$ cat config.mk
export PLATFORM = sky130hd
export DESIGN_NAME = systolic_tile_sequencer
export DESIGN_NICKNAME = d
export VERILOG_FILES = /design/src/rtl/systolic_tile_sequencer.sv
export SDC_FILE = /design/constraint.sdc
export NUM_CORES = 1
export LEC_CHECK = 0
export ABC_AREA = 0
export CORE_MARGIN = 4
export CORE_UTILIZATION = 35
export CTS_BUF_LIST = sky130_fd_sc_hd__clkbuf_4 sky130_fd_sc_hd__clkbuf_8 sky130_fd_sc_hd__clkbuf_16
export DETAILED_ROUTE_END_ITERATION = 16
export HOLD_SLACK_MARGIN = 0.1
export PLACE_DENSITY = 0.6
export SLEW_MARGIN = 10
export SYNTH_ARGS = -nofsm -noshare
export SYNTH_HDL_FRONTEND = slang
export SYNTH_SLANG_ARGS = --single-unit
$ cat constraint.sdc
create_clock -name clk -period 9.6 [get_ports clk]
set_clock_uncertainty 0.05 [all_clocks]
set_input_delay 0.96 -clock clk [delete_from_list [all_inputs] [get_ports clk]]
set_output_delay 0.96 -clock clk [all_outputs]
set_load 0.01 [all_outputs]
$ cat src/rtl/systolic_tile_sequencer.sv
// Job sequencer for a BM_NUM x BN_NUM systolic tile: clear, stream K-passes, drain, settle, done.
// Optional busy-cycle counter is built only when SEQ_PERF_CNT_EN is defined.
module systolic_tile_sequencer #(
  parameter int BM_NUM   = 4,
  parameter int BN_NUM   = 4,
  parameter int ACCU_NUM = 5,
  parameter int ADDR_W   = 10,
  parameter int PASS_W   = 8
) (
  input  logic              clk,
  input  logic              reset_n,
  input  logic              start,
  input  logic              abort,
  input  logic [PASS_W-1:0] cfg_passes,
  input  logic [ADDR_W-1:0] cfg_act_base,
  input  logic [ADDR_W-1:0] cfg_wet_base,
  input  logic [7:0]        cfg_shift,
  output logic              busy,
  output logic              done,
  output logic              act_rd_en,
  output logic [ADDR_W-1:0] act_rd_addr,
  output logic              wet_rd_en,
  output logic [ADDR_W-1:0] wet_rd_addr,
  output logic              PE_mac_enable,
  output logic              PE_clear_acc,
  output logic              PE_weight_partial_sel,
  output logic [7:0]        PE_res_shift_num,
  output logic              result_valid,
  output logic [31:0]       perf_busy_cycles
);

  localparam int DRAIN_LEN = ACCU_NUM + BN_NUM + BM_NUM + 1;
  localparam int BEAT_W    = $clog2(DRAIN_LEN);

  typedef enum logic [2:0] {
    IDLE   = 3'd0,
    CLEAR  = 3'd1,
    STREAM = 3'd2,
    DRAIN  = 3'd3,
    NEXT   = 3'd4,
    SETTLE = 3'd5,
    DONE   = 3'd6
  } state_t;

  state_t              state_r, state_s;
  logic [PASS_W-1:0]   pass_r, pass_s, passes_r, passes_s, pass_inc_s;
  logic [BEAT_W-1:0]   beat_r, beat_s;
  logic [ADDR_W-1:0]   act_base_r, act_base_s, wet_base_r, wet_base_s;
  logic [7:0]          shift_r, shift_s;
  logic                start_accept_s, abort_hit_s;

  logic                busy_r, done_r, rd_en_r, mac_r, clear_r, sel_r;
  logic [ADDR_W-1:0]   act_addr_r, wet_addr_r;
  logic                busy_s, done_s, rd_en_s, mac_s, clear_s, sel_s;
  logic [ADDR_W-1:0]   act_addr_s, wet_addr_s;

  assign start_accept_s = (state_r == IDLE) && start;
  assign abort_hit_s    = (state_r != IDLE) && abort;
  assign pass_inc_s     = pass_r + PASS_W'(1);

  // Next-state, pass/beat counters and configuration latching
  always_comb begin
    state_s    = state_r;
    pass_s     = pass_r;
    beat_s     = beat_r;
    passes_s   = passes_r;
    act_base_s = act_base_r;
    wet_base_s = wet_base_r;
    shift_s    = shift_r;
    if (abort_hit_s) begin
      state_s = IDLE;
      pass_s  = '0;
      beat_s  = '0;
    end else begin
      case (state_r)
        IDLE: begin
          if (start) begin
            state_s    = CLEAR;
            pass_s     = '0;
            beat_s     = '0;
            passes_s   = (cfg_passes == '0) ? PASS_W'(1) : cfg_passes;
            act_base_s = cfg_act_base;
            wet_base_s = cfg_wet_base;
            shift_s    = cfg_shift;
          end else begin
            state_s = IDLE;
          end
        end
        CLEAR: begin
          state_s = STREAM;
          beat_s  = '0;
        end
        STREAM: begin
          if (beat_r == BEAT_W'(BN_NUM - 1)) begin
            state_s = DRAIN;
            beat_s  = '0;
          end else begin
            beat_s = beat_r + BEAT_W'(1);
          end
        end
        DRAIN: begin
          if (beat_r == BEAT_W'(DRAIN_LEN - 1)) begin
            state_s = NEXT;
            beat_s  = '0;
          end else begin
            beat_s = beat_r + BEAT_W'(1);
          end
        end
        NEXT: begin
          pass_s = pass_inc_s;
          beat_s = '0;
          if (pass_inc_s < passes_r) begin
            state_s = STREAM;
          end else begin
            state_s = SETTLE;
          end
        end
        SETTLE: begin
          if (beat_r == BEAT_W'(1)) begin
            state_s = DONE;
            beat_s  = '0;
          end else begin
            beat_s = beat_r + BEAT_W'(1);
          end
        end
        DONE: begin
          state_s = IDLE;
          pass_s  = '0;
          beat_s  = '0;
        end
        default: begin
          state_s = IDLE;
          pass_s  = '0;
          beat_s  = '0;
        end
      endcase
    end
  end

  // Output values for the upcoming cycle, derived from the next state so outputs can be registered
  always_comb begin
    busy_s  = (state_s != IDLE);
    done_s  = (state_s == DONE);
    rd_en_s = (state_s == STREAM);
    mac_s   = (state_s == STREAM) || (state_s == DRAIN);
    clear_s = (state_s == CLEAR) || abort_hit_s;
    sel_s   = (state_s != STREAM);
    if (state_s == STREAM) begin
      act_addr_s = act_base_s + ADDR_W'(pass_s) * ADDR_W'(BN_NUM) + ADDR_W'(beat_s);
      wet_addr_s = wet_base_s + ADDR_W'(pass_s);
    end else begin
      act_addr_s = '0;
      wet_addr_s = '0;
    end
  end

  // State, counters, configuration latches and registered outputs
  always_ff @(posedge clk or negedge reset_n) begin
    if (!reset_n) begin
      state_r    <= IDLE;
      pass_r     <= '0;
      beat_r     <= '0;
      passes_r   <= '0;
      act_base_r <= '0;
      wet_base_r <= '0;
      shift_r    <= 8'd0;
      busy_r     <= 1'b0;
      done_r     <= 1'b0;
      rd_en_r    <= 1'b0;
      mac_r      <= 1'b0;
      clear_r    <= 1'b0;
      sel_r      <= 1'b1;
      act_addr_r <= '0;
      wet_addr_r <= '0;
    end else begin
      state_r    <= state_s;
      pass_r     <= pass_s;
      beat_r     <= beat_s;
      passes_r   <= passes_s;
      act_base_r <= act_base_s;
      wet_base_r <= wet_base_s;
      shift_r    <= shift_s;
      busy_r     <= busy_s;
      done_r     <= done_s;
      rd_en_r    <= rd_en_s;
      mac_r      <= mac_s;
      clear_r    <= clear_s;
      sel_r      <= sel_s;
      act_addr_r <= act_addr_s;
      wet_addr_r <= wet_addr_s;
    end
  end

  assign busy                  = busy_r;
  assign done                  = done_r;
  assign result_valid          = done_r;
  assign act_rd_en             = rd_en_r;
  assign wet_rd_en             = rd_en_r;
  assign act_rd_addr           = act_addr_r;
  assign wet_rd_addr           = wet_addr_r;
  assign PE_mac_enable         = mac_r;
  assign PE_clear_acc          = clear_r;
  assign PE_weight_partial_sel = sel_r;
  assign PE_res_shift_num      = shift_r;

`ifdef SEQ_PERF_CNT_EN
  logic [31:0] perf_r;

  // Saturating busy-cycle counter, restarted by every accepted job
  always_ff @(posedge clk or negedge reset_n) begin
    if (!reset_n) begin
      perf_r <= 32'd0;
    end else if (start_accept_s) begin
      perf_r <= 32'd0;
    end else if (busy_r && (perf_r != 32'hFFFF_FFFF)) begin
      perf_r <= perf_r + 32'd1;
    end else begin
      perf_r <= perf_r;
    end
  end

  assign perf_busy_cycles = perf_r;
`else
  assign perf_busy_cycles = 32'd0;
`endif

endmodule

==> reports/metrics.yaml, run 1 <==
syn_inst: 429
ys_ff_latch: 77
crit_fanout: 26
avgViaCountPerCell: 4.654
boundaryPins: 108
antenna_left: 0
relSlewSlack_pct: 32.86
cap_violations: 0
dr.first_iter.drc_count: 133
timing.setup.tns_ns: 0
rows: 40
cp-end-kind: "flop"
required_ns: 9.77
clockBufferDepth: 2
grt.total_usage_pct: 13.98
setup_viol: 0
synthDistinctLibCells: 54
cts_resized: 0
cts_tree: "built"
drt-total-wl_um: 9472
yosys_warnings: 0
clk_latency_ns: 0.34
final_area_sq_um: 5477
drive_gt1_share_pct: 10.08
die_w_um: 120.2
routabilityCongestion: 0.8512
fin_ws_ns: 5.331
hp-class: "reg -> reg"
worstMarginPinSlew_ns: 1.005
num_antenna_cells: 0
wl_per_cell_um: 14.05
seq_area_frac_synth_pct: 43.78
antenna_found_initial: 0
crit_path_start_kind: "input port"
min_period_ns: 4.269
vias: 3137
fp.dieH_um: 120.2
global_route.overflow_total: 0
hold_buffers: 0
synth-edff-count: 0
die_area_sq_um: 14440
yosysTopAreaCell: "dfrtp_1"
dp_cells: 658
p_leak_nw: 2.504
fin_util_pct: 45.03
cts.clk_slew.worst_paths_ns: 0.06
cts_made_buffers: 9
area_growth_pct: 24.35
p_per_area_nw_per_um2: 247.0
cts_sinks: 77
hold_viol_final: 0
dpl_cell_area_sq_um: 5169
hpwl_um: 7049
grt_max_degree: 78
pre_cts_ws_ns: 4.953
slew_viol_final: 0
fmax_mhz: 234.2
rsz0062_at_grt: "false"
grt_pass1_vias: 3225
synth-async-reset-ratio_pct: 100.0
nNetsFinal: 578
htree_levels: 3
synthDominantCellAreaShare_pct: 43.18
start_util_pct: 36.21
status: "finished, final reports clean"
drc: 0
synthTopCellsByArea: "dfrtp_1, ha_1, mux2_2"
coreArea_sq_um: 12160
post_cts.repair.setup_buffers: 0
postSynthAreaPerCell_sq_um: 10.27
final_cells: 674
port-buffer-count: 75
max-vdd-ir-drop_mv: 0.1104
crit_type: "in -> reg"
ys.flop_type: "dfrtp_1"
grt_pass1_wl_um: 16130
ctsRootBufferMaster: "clkbuf_16"
drt_first_pass_iters: 4
fin_crit_sh_pct: 44.47
arrival_ns: 4.44
syn-cell-area_sq_um: 4404
worst max-delay path, cell delays in order:
cell             delay [ns]
clkdlybuf4s50_1        0.55
nor4b_2                0.26
buf_4                  0.39
mux2_2                 0.40
fa_1                   0.50
fa_1                   0.47
a21oi_1                0.20
o211ai_1               0.16
o41ai_1                0.34
xnor2_1                0.16
nor2_1                 0.05
cells in the final DEF (no fill, tap or decap), drive strengths merged, types with 3 or more instances in the layout:
cell           synthesis  layout
fa                     4       4
buf                   44       3
o31ai                  3       3
mux2i                  3       3
clkdlybuf4s50          0      74
nand2                 15      15
or3                    5       5
clkbuf                 3      10
nand3                 10      10
ha                    33      33
a211oi                 4       4
nor2b                  6       6
a21oi                 23      23
conb                   1      32
nor3b                  5       5
xor2                   7       7
o21ai                 24      24
nor3                   6       6
xnor2                 12      12
a31oi                  3       3
nand3b                 3       3
dfrtp                 76      76
mux2                  25      25
o21a                   3       3
and2                   3       3
a21o                   7       7
inv                   25      27
nor2                  44      44
cell type report:
class / count / area (sq um)
Timing Repair Buffer: 77 / 763.2
Clock buffer: 10 / 239.0
Clock inverter: 6 / 68.82
Inverter: 25 / 93.84
Tap cell: 168 / 210.2
Sequential cell: 77 / 1928
Fill cell: 1161 / 6685
Multi-Input combinational cell: 311 / 2173
synth_stat cells (all sizes together) (6+ instances only):
master   n
xnor2   12
a21o     7
nor2    44
mux2    25
o21ai   24
inv     25
nand2   15
buf     44
nor2b    6
ha      33
a21oi   23
xor2     7
nand3   10
nor3     6
dfrtp   76
registers in the layout, indices dropped and copies added (netlist names):
signal	cells
act_base_r	10
act_rd_addr	10
wet_base_r	10
wet_rd_addr	10
PE_res_shift_num	8
pass_r	8
passes_r	8
beat_r	4
state_r	3
PE_clear_acc	1
PE_mac_enable	1
PE_weight_partial_sel	1
act_rd_en	1
busy	1
done	1
layer usage:
| layer | track usage, % | routed length (um) |
|---|---|---|
| met5 | 0 | 0 |
| met2 | 22.48 | 4456 |
| met4 | 3.150 | 100 |
| met3 | 5.145 | 637 |
| met1 | 18.04 | 4277 |
kinds of logic (layout without fill, tap and decap cells):
logic type               count (synthesis)  count (layout)  synth area share [%]
flip-flops                              77              77                 43.78
multiplexers                            28              28                 7.074
AND/OR/NAND/NOR                        112             112                 12.76
XOR/XNOR                                19              19                 3.778
other                                    1              32               0.08515
AO/OA/AOI/OAI                           83              83                 11.68
adder cells (fa/ha/maj)                 37              37                 11.19
buffers and inverters                   72             118                 9.659
where the power goes:
part,internal [mW],total (mW),switching (mW)
combinational,0.258,0.523,0.264
sequential,0.434,0.483,0.0489
clock,0.210,0.347,0.137
per-stage QoR:
step,hold slack [ns],power [mW]
2_1_floorplan,0.4245,0.8327
3_3_place_gp,0.4346,1.004
3_5_place_dp,0.4409,1.018
4_1_cts,0.4597,1.377
5_1_grt,0.4742,1.461
6_report,0.4530,1.353
worst paths after layout:
path / startpoint / end / slack, ns / cells after the start
worst max-delay path: start / act_rd_addr[9] / 5.33 / 11
worst min-delay path: PE_res_shift_num[1] / PE_res_shift_num[1] / 0.45 / 1
worst max register to register: beat_r[0] / act_rd_addr[9] / 5.42 / 13
worst min register to register: PE_res_shift_num[1] / PE_res_shift_num[1] / 0.45 / 1
max in group asynchronous: reset_n / act_base_r[8] / 8.16 / 1
min in group asynchronous: reset_n / passes_r[5] / 0.73 / 1
Power figures use the tool's default switching activity.
==> run 2, diff against run 1 <==
clock period = 4.2 ns   (was 9.6 ns; I/O delays follow)
==> reports/metrics.yaml, run 2 (same netlist as run 1, synthesis figures left out) <==
cap_violations: 0  # unchanged
fp.dieH_um: 120.2  # unchanged
fin_util_pct: 45.96  # +0.93 points
clk_latency_ns: 0.33  # about the same
fin_ws_ns: 0.2691  # -5.061 ns
hold_buffers: 0  # unchanged
maxUsedRoutingLayer: "met4"
met2_length_um: 4477  # +0.47%
post_cts.repair.setup_buffers: 0  # unchanged
vias: 3210  # +2.3%
drt-total-wl_um: 9617  # +1.5%
hold_viol_final: 0  # unchanged
antenna_left: 0  # unchanged
setup_viol: 0  # unchanged
global_route.overflow_total: 0  # unchanged
cts_tree: "built"
drive_gt1_share_pct: 12.09  # +2.0 points
grt_pass1_wl_um: 16040  # -0.56%
routabilityCongestion: 0.8718  # +2.4%
status: "finished, final reports clean"
ff_latch_area_sq_um: 1928  # unchanged
fmax_mhz: 254.4
avgViaCountPerCell: 4.714  # +1.3%
worstMarginPinSlew_ns: 0.9628  # -0.04212 ns
p_per_area_nw_per_um2: 570.4  # +130%
grt_pass1_vias: 3339  # +3.5%
pre_cts_ws_ns: 0.07640  # -4.876 ns
fillers: 1176  # +1.3%
grt_max_degree: 78  # unchanged
htree_levels: 3  # unchanged
layout_commonest_cell: "dfrtp_1"
dr.first_iter.drc_count: 119  # -11%
relSlewSlack_pct: 35.82  # +3.0 points
cts_made_buffers: 9  # unchanged
drt_first_pass_iters: 4  # unchanged
max-vdd-ir-drop_mv: 0.2458  # +120%
die_area_sq_um: 14440  # unchanged
multiInputGateArea_sq_um: 2200  # +1.2%
timing.setup.tns_ns: 0  # unchanged
boundaryPins: 108  # unchanged
clockBufferDepth: 2  # unchanged
min_period_ns: 3.931
coreArea_sq_um: 12160  # unchanged
required_ns: 4.36  # -5.41 ns
drt-met1-wl_um: 4404  # +3.0%
crit_type: "reg -> reg"
p_leak_nw: 2.578  # +2.9%
hp-class: "in -> async"
wl_met3_um: 621  # -2.5%
cts_sinks: 77  # unchanged
num_antenna_cells: 0  # unchanged
most-common-layout-cells: "dfrtp_1, clkdlybuf4s50_1, nor2_1"
rows: 40  # unchanged
grt.total_usage_pct: 13.86  # -0.12 points
fin_crit_sh_pct: 93.59
slew_viol_final: 0  # unchanged
drc: 0  # unchanged
nNetsFinal: 585  # +1.2%
arrival_ns: 4.09  # -0.35 ns
dpl_cell_area_sq_um: 5234  # +1.3%
crit_path_start_kind: "flop"
cts.clk_slew.worst_paths_ns: 0.06  # about the same
area_growth_pct: 26.90
start_util_pct: 36.21  # unchanged
wl_per_cell_um: 14.12  # +0.49%
cp-end-kind: "flop"
port-buffer-count: 75  # unchanged
antenna_found_initial: 0  # unchanged
hpwl_um: 7187  # +2.0%
final_area_sq_um: 5589  # +2.1%
holdWs_ns: 0.1965  # -0.2565 ns
crit_fanout: 6  # -77%
ctsRootBufferMaster: "clkbuf_16"
die_w_um: 120.2  # unchanged
==> run 2: metrics by stage <==
step | std cells | power (mW)
after global placement | 665 | 2.329
after global routing | 681 | 3.443
final | 681 | 3.188
after floorplan | 460 | 1.903
after detailed placement | 665 | 2.362
after CTS | 681 | 3.237
==> run 2: what timing repair did <==
item / 4_1_cts / 5_1_grt
endpoints found under the setup margin: 0 / 4
resized for setup: 0 / 4
hold endpoints to repair: 0 / 0
==> run 2: final timing paths <==
kind	cells after the start	start	slack [ns]	endpoint
max	14	beat_r[0]	0.27	act_rd_addr[8]
max in group asynchronous	1	reset_n	3.29	PE_res_shift_num[4]
min reg2reg	1	wet_base_r[5]	0.45	wet_base_r[5]
max reg2reg	14	beat_r[0]	0.27	act_rd_addr[8]
min	1	reset_n	0.20	passes_r[5]
min in group clk	1	wet_base_r[5]	0.45	wet_base_r[5]
==> run 2: cell type report <==
cell class | instances | area share (%)
Multi-Input combinational cell | 311 | 39.36
Clock inverter | 5 | 1.478
Inverter | 25 | 1.679
Timing Repair Buffer | 84 | 14.82
Clock buffer | 11 | 4.410
Tap cell | 168 | 3.761
Sequential cell | 77 | 34.50
==> run 2: report_power, final <==
group / total, mW / internal (mW) / switching, mW
clock: 0.847 / 0.545 / 0.302
combinational: 1.25 / 0.620 / 0.632
sequential: 1.09 / 0.992 / 0.0977
==> run 2: worst max-delay path, stage by stage (launching register included) <==
cell	delay (ns)
dfrtp_1	0.42
ha_1	0.24
and3_1	0.22
o32ai_2	0.28
a31oi_1	0.14
or3b_2	0.50
a21oi_2	0.19
fa_1	0.48
ha_1	0.31
a21o_1	0.16
a211oi_1	0.24
nor2_1	0.10
o41ai_2	0.24
xnor2_1	0.16
nor2_1	0.06
==> run 2: layer usage <==
metal | vias to the layer above | global-route usage [%]
met3 | 9 | 4.630
met5 | - | 0
met4 | 0 | 4.796
li1 | 1578 | -
met1 | 1530 | 18.02
met2 | 93 | 21.67
==> run 3, diff against run 2 <==
CELL_PAD_IN_SITES_DETAIL_PLACEMENT = 1   (was default)
CELL_PAD_IN_SITES_GLOBAL_PLACEMENT = 1   (was default)
CTS_CLUSTER_SIZE = 16   (was default)
PLACE_DENSITY = 0.75   (was 0.6)
==> reports/metrics.yaml, run 3 (same netlist as run 1, synthesis figures left out) <==
status: "finished, final reports clean"
crit_path_start_kind: "flop"
cts.clk_slew.worst_paths_ns: 0.06  # about the same
post_cts.repair.setup_buffers: 0  # unchanged
required_ns: 4.37  # about the same
fillers: 1367  # +16%
drt_first_pass_iters: 4  # unchanged
setup_viol: 0  # unchanged
most-common-layout-cells: "dfrtp_1, clkdlybuf4s50_1, nor2_1"
drc: 0  # unchanged
clockBufferDepth: 2  # unchanged
fmax_mhz: 248.9  # -2.2%
drive_gt1_share_pct: 12.48  # +0.39 points
drt-total-wl_um: 10630  # +11%
hold_viol_final: 0  # unchanged
grt_pass1_wl_um: 18130  # +13%
grt_max_degree: 78  # unchanged
fp.dieH_um: 120.2  # unchanged
rows: 40  # unchanged
cts_tree: "built"
start_util_pct: 36.21  # unchanged
grt_pass1_vias: 3563  # +6.7%
combPwrFrac_pct: 41.5  # +2.2 points
global_route.overflow_total: 0  # unchanged
dr.first_iter.drc_count: 139  # +17%
max-vdd-ir-drop_mv: 0.2757  # +12%
crit_chain: "ha_1, and3_1, o32ai_2, a31oi_1, or3b_2, a21oi_2, fa_1, fa_1, a21oi_2, o211ai_1, o41ai_2, xnor2_1, nor2_1"
final_cells: 681  # unchanged
wl_per_cell_um: 15.61  # +11%
nNetsFinal: 585  # unchanged
switching_share_pct: 34.83  # +2.5 points
min_period_ns: 4.017  # +0.08659 ns
layout_commonest_cell: "dfrtp_1"
power_frac_seq_pct: 35.4  # +1.2 points
avgViaCountPerCell: 4.805  # +1.9%
p_int_mw: 2.012  # -6.7%
cp_slowest_cell: "or3b_2"
cap_violations: 0  # unchanged
dpl_cell_area_sq_um: 5221  # -0.24%
area_growth_pct: 25.51
grt.total_usage_pct: 15.71  # +1.8 points
crit_type: "reg -> reg"
final_area_sq_um: 5528  # -1.1%
dp_cells: 665  # unchanged
coreArea_sq_um: 12160  # unchanged
p_sw_mw: 1.076  # +4.3%
cts_made_buffers: 9  # unchanged
num_antenna_cells: 0  # unchanged
die_area_sq_um: 14440  # unchanged
hpwl_um: 8023  # +12%
timing.setup.tns_ns: 0  # unchanged
crit_fanout: 6  # unchanged
boundaryPins: 108  # unchanged
cp-end-kind: "flop"
critical-path-max-stage-delay_ns: 0.51  # about the same
fin_crit_sh_pct: 95.65  # +2.1 points
antenna_found_initial: 0  # unchanged
htree_levels: 3  # unchanged
vias: 3272  # +1.9%
relSlewSlack_pct: 35.34  # -0.47 points
routabilityCongestion: 0.8663  # -0.63%
slew_viol_final: 0  # unchanged
p_leak_nw: 2.544  # -1.3%
p_per_area_nw_per_um2: 558.6  # -2.1%
port-buffer-count: 75  # unchanged
total_power_mw: 3.088  # -3.1%
ctsRootBufferMaster: "clkbuf_16"
power_frac_clock_pct: 23.1  # -3.5 points
hp-class: "in -> async"
worstMarginPinSlew_ns: 0.9699  # +0.007105 ns
die_w_um: 120.2  # unchanged
arrival_ns: 4.19  # +0.10 ns
cts_sinks: 77  # unchanged
antenna_left: 0  # unchanged
clk_latency_ns: 0.34  # about the same
## run 3: cell types whose count changed in the layout (fill, tap and decap cells not counted), sizes merged
cell / change
bufinv: -2
clkinvlp: +2
clkbuf: -1
clkinv: +1
## run 3: worst max-delay path, delay by kind of cell, from the launching register on
family	cells	cell delay (ns)
compound gates	6	1.23
xor+xnor	1	0.18
fa+ha+maj	3	1.22
flops	1	0.42
simple gates	3	0.78
## run 3: worst paths after layout
kind / from / endpoint / slack [ns] / cells after the start
min in group clk: act_base_r[0] / act_base_r[0] / 0.45 / 1
min reg2reg: act_base_r[0] / act_base_r[0] / 0.45 / 1
max reg2reg: beat_r[0] / act_rd_addr[9] / 0.18 / 13
max: beat_r[0] / act_rd_addr[9] / 0.18 / 13
max in group asynchronous: reset_n / act_rd_addr[8] / 3.29 / 1
min: reset_n / wet_base_r[8] / 0.20 / 1
## run 3: final cells by class
type | instances | area [sq um] | share of cell area (%)
Clock buffer | 10 | 232.7 | 4.210
Clock inverter | 6 | 38.79 | 0.7017
Inverter | 25 | 93.84 | 1.698
Multi-Input combinational cell | 311 | 2208 | 39.95
Sequential cell | 77 | 1928 | 34.88
Tap cell | 168 | 210.2 | 3.803
Timing Repair Buffer | 84 | 815.8 | 14.76
## run 3: power by group through the flow
stage | Clock, mW | Sequential (mW) | Combinational (mW)
after floorplan | 0 | 1.13 | 0.777
after global placement | 0 | 1.09 | 1.23
after detailed placement | 0 | 1.11 | 1.28
after CTS | 0.739 | 1.10 | 1.29
after global routing | 0.775 | 1.12 | 1.44
final | 0.713 | 1.09 | 1.28
## run 3: stage by stage
| stage | setup slack (ns) | hold WS [ns] | util [%] |
|---|---|---|---|
| 2_1_floorplan | 0.3624 | 0.07441 | - |
| 3_3_place_gp | 0.1511 | 0.4351 | 42.93 |
| 3_5_place_dp | -0.03533 | 0.4383 | 42.93 |
| 4_1_cts | 0.07650 | 0.2297 | 45.29 |
| 5_1_grt | -0.02432 | 0.2746 | 45.45 |
| 6_report | 0.1825 | 0.1967 | 45.45 |
## run 3: what timing repair did
action                     in CTS  in global routing
gates cloned                    0                  0
setup endpoints to repair       2                  4
hold buffers                    0                  0
pin swaps                       0                  1
gates resized for setup         2                  4
## run 3: layer usage
metal	up-vias	track usage (%)	wire length, um
li1	1571	-	-
met4	0	4.796	138
met3	14	5.613	625
met1	1599	20.27	4758
met2	88	24.76	5110
met5	-	0	0
